`src/rtl/neural_stream_core_if.sv`:
```
// Beat stream bundle for neural_stream_core: input beat channel, output beat channel and frame statistics.
// master drives beats in and accepts results; slave is the core.
interface neural_stream_core_if #(
    parameter int PIX_W = 8,
    parameter int CH    = 3,
    parameter int CNT_W = 16
);
    logic                  s_valid;
    logic                  s_ready;
    logic [2:0]            s_mode;
    logic [PIX_W-1:0]      s_param;
    logic [CH*PIX_W-1:0]   s_pix_a;
    logic [CH*PIX_W-1:0]   s_pix_b;
    logic                  s_last;

    logic                  m_valid;
    logic                  m_ready;
    logic [CH*PIX_W-1:0]   m_pix;
    logic                  m_last;

    logic [CNT_W-1:0]      stat_beats;
    logic [CNT_W-1:0]      stat_frames;

    modport master (
        output s_valid, s_mode, s_param, s_pix_a, s_pix_b, s_last, m_ready,
        input  s_ready, m_valid, m_pix, m_last, stat_beats, stat_frames
    );

    modport slave (
        input  s_valid, s_mode, s_param, s_pix_a, s_pix_b, s_last, m_ready,
        output s_ready, m_valid, m_pix, m_last, stat_beats, stat_frames
    );
endinterface

```
`src/rtl/neural_stream_core.sv`:
```
// Per-beat multi-channel pixel operator (blend/invert/brighten/darken/threshold/max/absdiff/bypass), 2-cycle latency.
// Both stages advance together when the output slot is empty or being drained; s_ready drops only when full and stalled.
module neural_stream_core #(
    parameter int PIX_W = 8,
    parameter int CH    = 3,
    parameter int CNT_W = 16
) (
    input  logic              clk,
    input  logic              rst,
    neural_stream_core_if.slave io
);
    localparam int BW  = CH * PIX_W;
    localparam int PW2 = 2 * PIX_W;
    localparam logic [PIX_W-1:0] MAX  = '1;
    localparam logic [PW2:0]     HALF = (PW2 + 1)'(1) << (PIX_W - 1);

    typedef enum logic [2:0] {
        M_BLEND   = 3'b000,
        M_INVERT  = 3'b001,
        M_BRIGHT  = 3'b010,
        M_DARK    = 3'b011,
        M_THRESH  = 3'b100,
        M_MAX     = 3'b101,
        M_ABSDIFF = 3'b110,
        M_BYPASS  = 3'b111
    } mode_e;

    // Stage 1
    logic               v1_q;
    logic [BW-1:0]      a1_q;
    logic [BW-1:0]      b1_q;
    logic [PIX_W-1:0]   p1_q;
    mode_e              mode1_q;
    logic               last1_q;
    logic [CH*PW2-1:0]  pa1_q, pa_d;
    logic [CH*PW2-1:0]  pb1_q, pb_d;

    // Stage 2 / output
    logic               v2_q;
    logic [BW-1:0]      m_pix_q, res_d;
    logic               m_last_q;

    logic [CNT_W-1:0]   stat_beats_q, stat_beats_d;
    logic [CNT_W-1:0]   stat_frames_q, stat_frames_d;

    logic en;

    assign en         = !v2_q || io.m_ready;
    assign io.s_ready = en;
    assign io.m_valid = v2_q;
    assign io.m_pix   = m_pix_q;
    assign io.m_last  = m_last_q;
    assign io.stat_beats  = stat_beats_q;
    assign io.stat_frames = stat_frames_q;

    // Blend products are formed on the way into stage 1 so stage 2 only has to add and scale.
    always_comb begin
        pa_d = '0;
        pb_d = '0;
        for (int k = 0; k < CH; k++) begin
            pa_d[k*PW2 +: PW2] = PW2'(io.s_pix_a[k*PIX_W +: PIX_W]) * PW2'(io.s_param);
            pb_d[k*PW2 +: PW2] = PW2'(io.s_pix_b[k*PIX_W +: PIX_W]) * PW2'(MAX - io.s_param);
        end
    end

    always_comb begin
        logic [PIX_W-1:0] a, b, r;
        logic [PW2:0]     sum, scaled;
        logic [PIX_W:0]   bright;
        res_d  = '0;
        a      = '0;
        b      = '0;
        r      = '0;
        sum    = '0;
        scaled = '0;
        bright = '0;
        for (int k = 0; k < CH; k++) begin
            a = a1_q[k*PIX_W +: PIX_W];
            b = b1_q[k*PIX_W +: PIX_W];
            // (s + s/2^W) / 2^W approximates s/MAX with rounding from HALF; exact at p=0 and p=MAX.
            sum    = {1'b0, pa1_q[k*PW2 +: PW2]} + {1'b0, pb1_q[k*PW2 +: PW2]} + HALF;
            scaled = sum + (sum >> PIX_W);
            bright = {1'b0, a} + {1'b0, p1_q};
            case (mode1_q)
                M_BLEND:   r = scaled[PW2-1:PIX_W];
                M_INVERT:  r = MAX - a;
                M_BRIGHT:  r = bright[PIX_W] ? MAX : bright[PIX_W-1:0];
                M_DARK:    r = (a > p1_q) ? (a - p1_q) : '0;
                M_THRESH:  r = (a >= p1_q) ? MAX : '0;
                M_MAX:     r = (a >= b) ? a : b;
                M_ABSDIFF: r = (a >= b) ? (a - b) : (b - a);
                M_BYPASS:  r = a;
                default:   r = a;
            endcase
            res_d[k*PIX_W +: PIX_W] = r;
        end
    end

    always_comb begin
        stat_beats_d  = stat_beats_q;
        stat_frames_d = stat_frames_q;
        if (io.s_valid && en) begin
            stat_beats_d = io.s_last ? '0 : stat_beats_q + CNT_W'(1);
        end
        if (v2_q && io.m_ready && m_last_q) begin
            stat_frames_d = stat_frames_q + CNT_W'(1);
        end
    end

    always_ff @(posedge clk or posedge rst) begin
        if (rst) begin
            v1_q          <= 1'b0;
            a1_q          <= '0;
            b1_q          <= '0;
            p1_q          <= '0;
            mode1_q       <= M_BLEND;
            last1_q       <= 1'b0;
            pa1_q         <= '0;
            pb1_q         <= '0;
            v2_q          <= 1'b0;
            m_pix_q       <= '0;
            m_last_q      <= 1'b0;
            stat_beats_q  <= '0;
            stat_frames_q <= '0;
        end else begin
            if (en) begin
                v1_q     <= io.s_valid;
                a1_q     <= io.s_pix_a;
                b1_q     <= io.s_pix_b;
                p1_q     <= io.s_param;
                mode1_q  <= mode_e'(io.s_mode);
                last1_q  <= io.s_last;
                pa1_q    <= pa_d;
                pb1_q    <= pb_d;
                v2_q     <= v1_q;
                m_pix_q  <= res_d;
                m_last_q <= last1_q;
            end
            stat_beats_q  <= stat_beats_d;
            stat_frames_q <= stat_frames_d;
        end
    end
endmodule

```
`src/flat_wrapper.sv`:
```
// flat-port wrapper written by rule: the top's interface ports become plain ports
module neural_stream_core_flat 
#(
    parameter int PIX_W = 8,
    parameter int CH    = 3,
    parameter int CNT_W = 16
)
  (clk, rst, io_s_valid, io_s_mode, io_s_param, io_s_pix_a, io_s_pix_b, io_s_last, io_m_ready, io_s_ready, io_m_valid, io_m_pix, io_m_last, io_stat_beats, io_stat_frames);
  neural_stream_core_if #(.PIX_W(PIX_W), .CH(CH), .CNT_W(CNT_W)) io_i ();
  input  logic clk;
  input  logic rst;
  input wire logic [$bits(io_i.s_valid)-1:0] io_s_valid;
  input wire logic [$bits(io_i.s_mode)-1:0] io_s_mode;
  input wire logic [$bits(io_i.s_param)-1:0] io_s_param;
  input wire logic [$bits(io_i.s_pix_a)-1:0] io_s_pix_a;
  input wire logic [$bits(io_i.s_pix_b)-1:0] io_s_pix_b;
  input wire logic [$bits(io_i.s_last)-1:0] io_s_last;
  input wire logic [$bits(io_i.m_ready)-1:0] io_m_ready;
  output wire logic [$bits(io_i.s_ready)-1:0] io_s_ready;
  output wire logic [$bits(io_i.m_valid)-1:0] io_m_valid;
  output wire logic [$bits(io_i.m_pix)-1:0] io_m_pix;
  output wire logic [$bits(io_i.m_last)-1:0] io_m_last;
  output wire logic [$bits(io_i.stat_beats)-1:0] io_stat_beats;
  output wire logic [$bits(io_i.stat_frames)-1:0] io_stat_frames;
  assign io_i.s_valid = io_s_valid;
  assign io_i.s_mode = io_s_mode;
  assign io_i.s_param = io_s_param;
  assign io_i.s_pix_a = io_s_pix_a;
  assign io_i.s_pix_b = io_s_pix_b;
  assign io_i.s_last = io_s_last;
  assign io_i.m_ready = io_m_ready;
  assign io_s_ready = io_i.s_ready;
  assign io_m_valid = io_i.m_valid;
  assign io_m_pix = io_i.m_pix;
  assign io_m_last = io_i.m_last;
  assign io_stat_beats = io_i.stat_beats;
  assign io_stat_frames = io_i.stat_frames;
  neural_stream_core #(.PIX_W(PIX_W), .CH(CH), .CNT_W(CNT_W)) u_core (.clk(clk), .rst(rst), .io(io_i));
endmodule
```
`config.mk`:
```
export PLATFORM = sky130hd
export DESIGN_NAME = neural_stream_core_flat
export DESIGN_NICKNAME = d
export VERILOG_FILES = /design/src/rtl/neural_stream_core_if.sv /design/src/rtl/neural_stream_core.sv /design/src/flat_wrapper.sv
export SDC_FILE = /design/constraint.sdc
export NUM_CORES = 2
export LEC_CHECK = 0
export BUFFER_PORTS_ARGS = -buffer_cell sky130_fd_sc_hd__buf_2
export CORE_AREA = 2 2 349 213
export DETAILED_ROUTE_END_ITERATION = 16
export DIE_AREA = 0 0 351 215
export GPL_ROUTABILITY_DRIVEN = 1
export MAX_ROUTING_LAYER = met4
export PLACE_DENSITY = 0.59
export SLEW_MARGIN = 20
export SYNTH_ARGS = -nofsm -noshare
export SYNTH_HDL_FRONTEND = slang
export SYNTH_SLANG_ARGS = --single-unit
```
`constraint.sdc`:
```
create_clock -name clk -period 12.8 [get_ports clk]
set_input_delay 2.56 -clock clk [delete_from_list [all_inputs] [get_ports clk]]
set_output_delay 2.56 -clock clk [all_outputs]
set_load 0.005 [all_outputs]
```
Word-level counts from Yosys, hierarchy flattened
Index checks and enable logic that the tools add are counted.
{"block": "op_classes", "n_addsub": 27, "multipliers": 6, "order_cmp": 9, "n_eq_ne": 7, "mux": 19, "n_reduce_logical": 6}
{"cell": "case mux 8 bit (8 select lines)", "n": 3}
{"cell": "two-way mux 8 bit", "n": 15}
{"cell": "subtractor 8 bit", "n": 9}
{"cell": "adder 16 x 16 -> 17 bit", "n": 3}
{"cell": "adder 17 x 8 -> 17 bit, second input constant", "n": 3}
{"cell": "adder 16 x 9 -> 16 bit", "n": 3}
{"cell": "greater-or-equal comparator 8 bit", "n": 6}
{"cell": "multiplier 8 x 16 -> 16 bit", "n": 3}
{"cell": "multiplier 8 x 8 -> 16 bit", "n": 3}
{"cell": "adder 16 x 1 -> 16 bit, second input constant", "n": 2}
{"cell": "adder 8 x 8 -> 9 bit", "n": 3}
{"cell": "greater-than comparator 8 bit", "n": 3}
{"cell": "subtractor 8 bit, first input constant", "n": 3}
{"cell": "two-way mux 16 bit", "n": 1}
{"cell": "equality test 3 bit, second input constant", "n": 4}
{"cell": "subtractor 8 x 8 -> 9 bit, first input constant", "n": 1}
{"cell": "equality test 3 x 2 -> 1 bit, second input constant", "n": 2}
{"cell": "equality test 3 x 1 -> 1 bit, second input constant", "n": 1}
{"cell": "logical AND 1 bit", "n": 3}
{"cell": "logical NOT 3 bit", "n": 1}
{"cell": "logical NOT 1 bit", "n": 1}
{"cell": "logical OR 1 bit", "n": 1}
{"block": "totals", "register_bits": 215, "in_bits": 64, "out_inout_bits": 59, "word_cells": 87}

Depth between registers and ports, before layout
{"block": "depth", "word_depth": 4, "mapped_depth": 21, "mapped_depth_nobuf": 21}

Worst setup path after synthesis
Ideal clock, no wire load.
{"block": "synth_timing", "path_kind": "input-to-reg", "startpoint": "in io_s_param[7]", "endpoint": "reg u_core.pa1_q[31]", "setup_ns": 0.137, "arrival_ns": 7.070, "required_ns": 12.663, "setup_slack_ns": 5.593, "path_stages": 19, "path_buffers": 2, "path_cell_list": "buf_1 clkbuf_1 nand2_1 fa_1 fa_1 inv_1 fa_1 inv_1 fa_1 inv_1 ha_1 a21boi_0 o21ai_0 nand2b_1 a21o_1 a41o_1 o41a_1 xnor2_1 a21oi_1"}
{"block": "synth_via", "elab_chain_cells": 1}
{"element": "start: declaration", "line": "flat_wrapper.sv:14", "text": "input wire logic [$bits(io_i.s_param)-1:0] io_s_param;"}
{"element": "multiplier 8 x 8 -> 16 bit", "line": "neural_stream_core.sv:61", "text": "pa_d[k*PW2 +: PW2] = PW2'(io.s_pix_a[k*PIX_W +: PIX_W]) * PW2'(io.s_param);"}
{"element": "end signal: assignment", "line": "neural_stream_core.sv:133", "text": "pa1_q <= pa_d;"}
{"element": "end: declaration", "line": "neural_stream_core.sv:35", "text": "logic [CH*PW2-1:0] pa1_q, pa_d;"}
Every way passes these cells.
A chain may end at the register's enable or synchronous reset.

Worst setup path in the final report
{"block": "layout_timing", "startpoint": "in io_s_param[6]", "endpoint": "reg u_core.pa1_q[31]"}
Same word-level chain as after synthesis.

==> results.py <==
metrics = {
    "outcome": {
        "status": "finished clean",
    },
    "die": {
        "die_h_um": 215,
        "dieArea_mm2": 0.0755,
        "rows": 77,
        "initial_utilization_pct": 40.6,
        "die-width_um": 351,
        "core_mm2": 0.0725,
        "boundaryPins": 123,
    },
    "clock_network": {
        "cts_root_buf": "clkbuf_16",
        "ctsResizeCount": 0,
        "post-cts-setup-buffers": 0,
        "cts.sinks": 215,
        "ctsHoldBuffers": 0,
        "clkSlewWorstSetupHoldPaths_ns": 0.06,
        "insertion_delay_ns": 0.59,
        "cts_tree": "done",
        "clock_path_buffers": 3,
        "numCtsBuffers": 26,
        "h-tree-depth": 1,
    },
    "yosys": {
        "synth.area.top_cells": "dfrtp_1 (18%), ha_1 (18%), fa_1 (16%), inv_1 (5.5%), nand2_1 (4.2%)",
        "postSynthCellCount": 3457,
        "synth_cell_types": 89,
        "syn-num-nets": 4177,
        "synth-compound-area-share_pct": 15.6,
        "synth_top_area_share_pct": 18.3,
        "avgSynthCellArea_um2": 8.52,
        "synthMuxAreaShare_pct": 0.701,
        "synthFlopType": "dfrtp_1",
        "ys_seq_area_share_pct": 18.3,
        "synthArstFlopShare_pct": 100,
        "yosysWarningCount": 0,
        "synth_simple_gate_area_share_pct": 19.1,
        "synth_edf_count": 0,
        "yosysTopAreaCell": "dfrtp_1",
        "synthAdderAreaFrac_pct": 33.8,
        "synthesis.area_mm2": 0.0294,
        "ys_ff_latch": 215,
        "synth_xor_area_share_pct": 5.34,
        "synth_top_family_by_area": "adder cells",
    },
    "layout": {
        "nFillCells": 7219,
        "layout-drive-gt1-share_pct": 6.83,
        "final_cells": 4517,
        "syn2layout_area_growth_pct": 8.47,
        "final_core_utilization_pct": 44.0,
        "nets": 4226,
        "multi_input_area_mm2": 0.0220,
        "register_area_mm2": 0.00538,
    },
    "worst_hold_path": {
        "hp-class": "reg -> reg",
    },
    "timing": {
        "fin_hold_ws_ns": 0.457,
        "min_period_over_period_pct": 54.7,
        "worst_pin_slew_ns": 0.995,
        "setup_viol_count_final": 0,
        "drv_slew": 0,
        "max-slew-margin-rel_pct": 33.5,
        "grt_setup_unrepaired": "no",
        "finalCriticalPeriod_ns": 7.00,
        "tns_ns": 0,
        "fmax_mhz": 143,
        "fin_skew_ns": 0.0406,
        "finalHoldViolCount": 0,
    },
    "global_route": {
        "use_met1_pct": 34.7,
        "overflow": 0,
        "grt_max_degree": 99,
        "antenna_found_initial": 4,
        "met3_usage_pct": 3.58,
        "busiest_layer": "met1",
        "first_global_vias": 23077,
        "grt_pass1_wl_um": 131000,
        "gr-usage-met2_pct": 31.0,
        "track_usage_pct": 22.4,
    },
    "critical_path": {
        "worst-path-buf-inv": 5,
        "path_delay_family": "adder cells",
        "slowest_delay_ns": 0.55,
        "crit_fanout": 49,
        "slowest_stage": "fa_1",
        "critPathMostFrequentCell": "fa_1",
        "critPathLaunchType": "input pin",
        "worstPathRequired_ns": 13.20,
        "crit_arrival_ns": 7.41,
        "crit_chain": "buf_2 > buf_4 > nand2_1 > fa_1 > fa_1 > inv_1 > fa_1 > inv_1 > fa_1 > inv_1 > ha_1 > a21boi_0 > o21ai_0 > nand2b_1 > a21o_1 > a41o_1 > o41a_1 > xnor2_1 > a21oi_1",
        "worst_setup_path_end_kind": "flop",
        "crit_type": "in -> reg",
    },
    "route": {
        "ant_nets": 0,
        "firstDrtPassIters": 5,
        "wl_per_cell_um": 17.9,
        "wl_um": 81000,
        "via_per_inst": 5.27,
        "drt_iter0_drc": 1792,
        "via_count": 23783,
        "drc": 0,
    },
    "placed_design": {
        "port_buffers": 122,
        "place_inst": 4465,
        "place_congestion": 0.899,
        "hpwl_um": 62200,
    },
    "pwr": {
        "p_per_area_mw_per_mm2": 250,
        "p_total_mw": 7.97,
        "ir_worst_vdd_mv": 0.443,
        "p_leak_nw": 15.8,
    },
    "job": {
        "cap_violations": 0,
    },
}
cell usage after synthesis, types with 8 or more instances:
cell type / n
a211oi_1: 35
a21boi_0: 8
a21o_1: 43
a21oi_1: 214
a221oi_1: 12
a31oi_1: 14
and2_1: 165
and3_1: 16
buf_1: 8
clkbuf_1: 115
dfrtp_1: 215
fa_1: 231
ha_1: 425
inv_1: 428
mux2i_1: 18
nand2_1: 332
nand2b_1: 64
nand3_1: 38
nand4_1: 28
nor2_1: 212
nor2b_1: 181
nor3_1: 37
o2111ai_1: 13
o211ai_1: 15
o21a_1: 16
o21ai_0: 187
o21bai_1: 19
o31ai_1: 17
or2_2: 11
or3_1: 12
xnor2_1: 116
xor2_1: 61
report_power, final:
group | internal (mW) | switching (mW) | total, mW
combinational | 2.49 | 3.61 | 6.10
clock | 0.460 | 0.334 | 0.794
sequential | 0.889 | 0.188 | 1.08
total | 3.84 | 4.13 | 7.97
layout by cell type, fill, tap and decap left out, types with 8 or more instances in the layout:
cell	n
inv_1	426
ha_1	425
nand2_1	332
fa_1	231
dfrtp_1	215
a21oi_1	214
nor2_1	212
o21ai_0	187
nor2b_1	180
and2_1	165
buf_2	122
xnor2_1	116
nand2b_1	64
xor2_1	61
a21o_1	43
nand3_1	38
nor3_1	37
a211oi_1	35
nand4_1	28
clkbuf_16	26
buf_4	26
o21bai_1	19
mux2i_1	18
o21a_1	16
o31ai_1	16
and3_1	16
o211ai_1	15
a31oi_1	14
o2111ai_1	13
or3_1	12
a221oi_1	12
or2_2	11
a21boi_0	8
clkbuf_8	8
cells by family (layout without fill, tap and decap cells):
family | after synthesis | in the layout
flops | 215 | 215
compound gates | 706 | 706
mux | 20 | 20
buf+inv | 555 | 624
simple gates | 1126 | 1126
other cells | 0 | 4
fa+ha+maj | 657 | 657
xor+xnor | 178 | 178
cell type report:
class / instances / share of cell area, %
multi-input cells: 2687 / 68.8
flip-flops and latches: 215 / 16.8
inverters: 428 / 5.08
well taps: 987 / 3.87
repair buffers: 148 / 2.52
clock buffers: 36 / 2.41
clock inverters: 12 / 0.411
diodes: 4 / 0.0313
metal layers:
layer / wire (µm) / vias to the layer above
met2: 32500 / 556
li1: - / 11681
met4: 1010 / 0
met3: 5090 / 57
met5: 0 / -
met1: 42400 / 11489
flip-flops by register name, summed over array words and instances, names as in the netlist:
name,count
u_core.io.m_valid,1
u_core.pb1_q,48
u_core.a1_q,24
u_core.b1_q,24
u_core.pa1_q,48
u_core.last1_q,1
u_core.io.m_last,1
u_core.io.m_pix,24
u_core.mode1_q,3
u_core.io.stat_frames,16
u_core.io.stat_beats,16
u_core.p1_q,8
u_core.v1_q,1
through the flow:
| step | instance area, µm² | setup slack (ns) |
|---|---|---|
| floorplan | 29400 | 4.36 |
| global placement | 31000 | 5.24 |
| detailed placement | 31000 | 5.24 |
| CTS | 31900 | 5.82 |
| global route | 31900 | 5.50 |
| finish | 31900 | 5.80 |
path summary, 6_finish.rpt:
path / start / endpoint / slack, ns / cells past startpoint
worst max register to register: u_core.pa1_q[33] / u_core.io.m_pix[17] / 7.05 / 19
worst min-delay path: u_core.v1_q / u_core.io.m_valid / 0.46 / 1
worst min register to register: u_core.v1_q / u_core.io.m_valid / 0.46 / 1
min in group asynchronous: rst / u_core.io.stat_frames[10] / 2.08 / 2
max in group asynchronous: rst / u_core.pb1_q[25] / 8.52 / 4
worst max-delay path: io_s_param[6] / u_core.pa1_q[31] / 5.80 / 19
worst reg2reg max path, delay by kind of cell (launching register included):
kind            cells  cell delay (ns)
flops               1             0.41
fa+ha+maj           4             1.36
simple gates        5             0.91
compound gates      8             2.44
xor+xnor            2             0.46
Power figures use the tool's default switching activity.
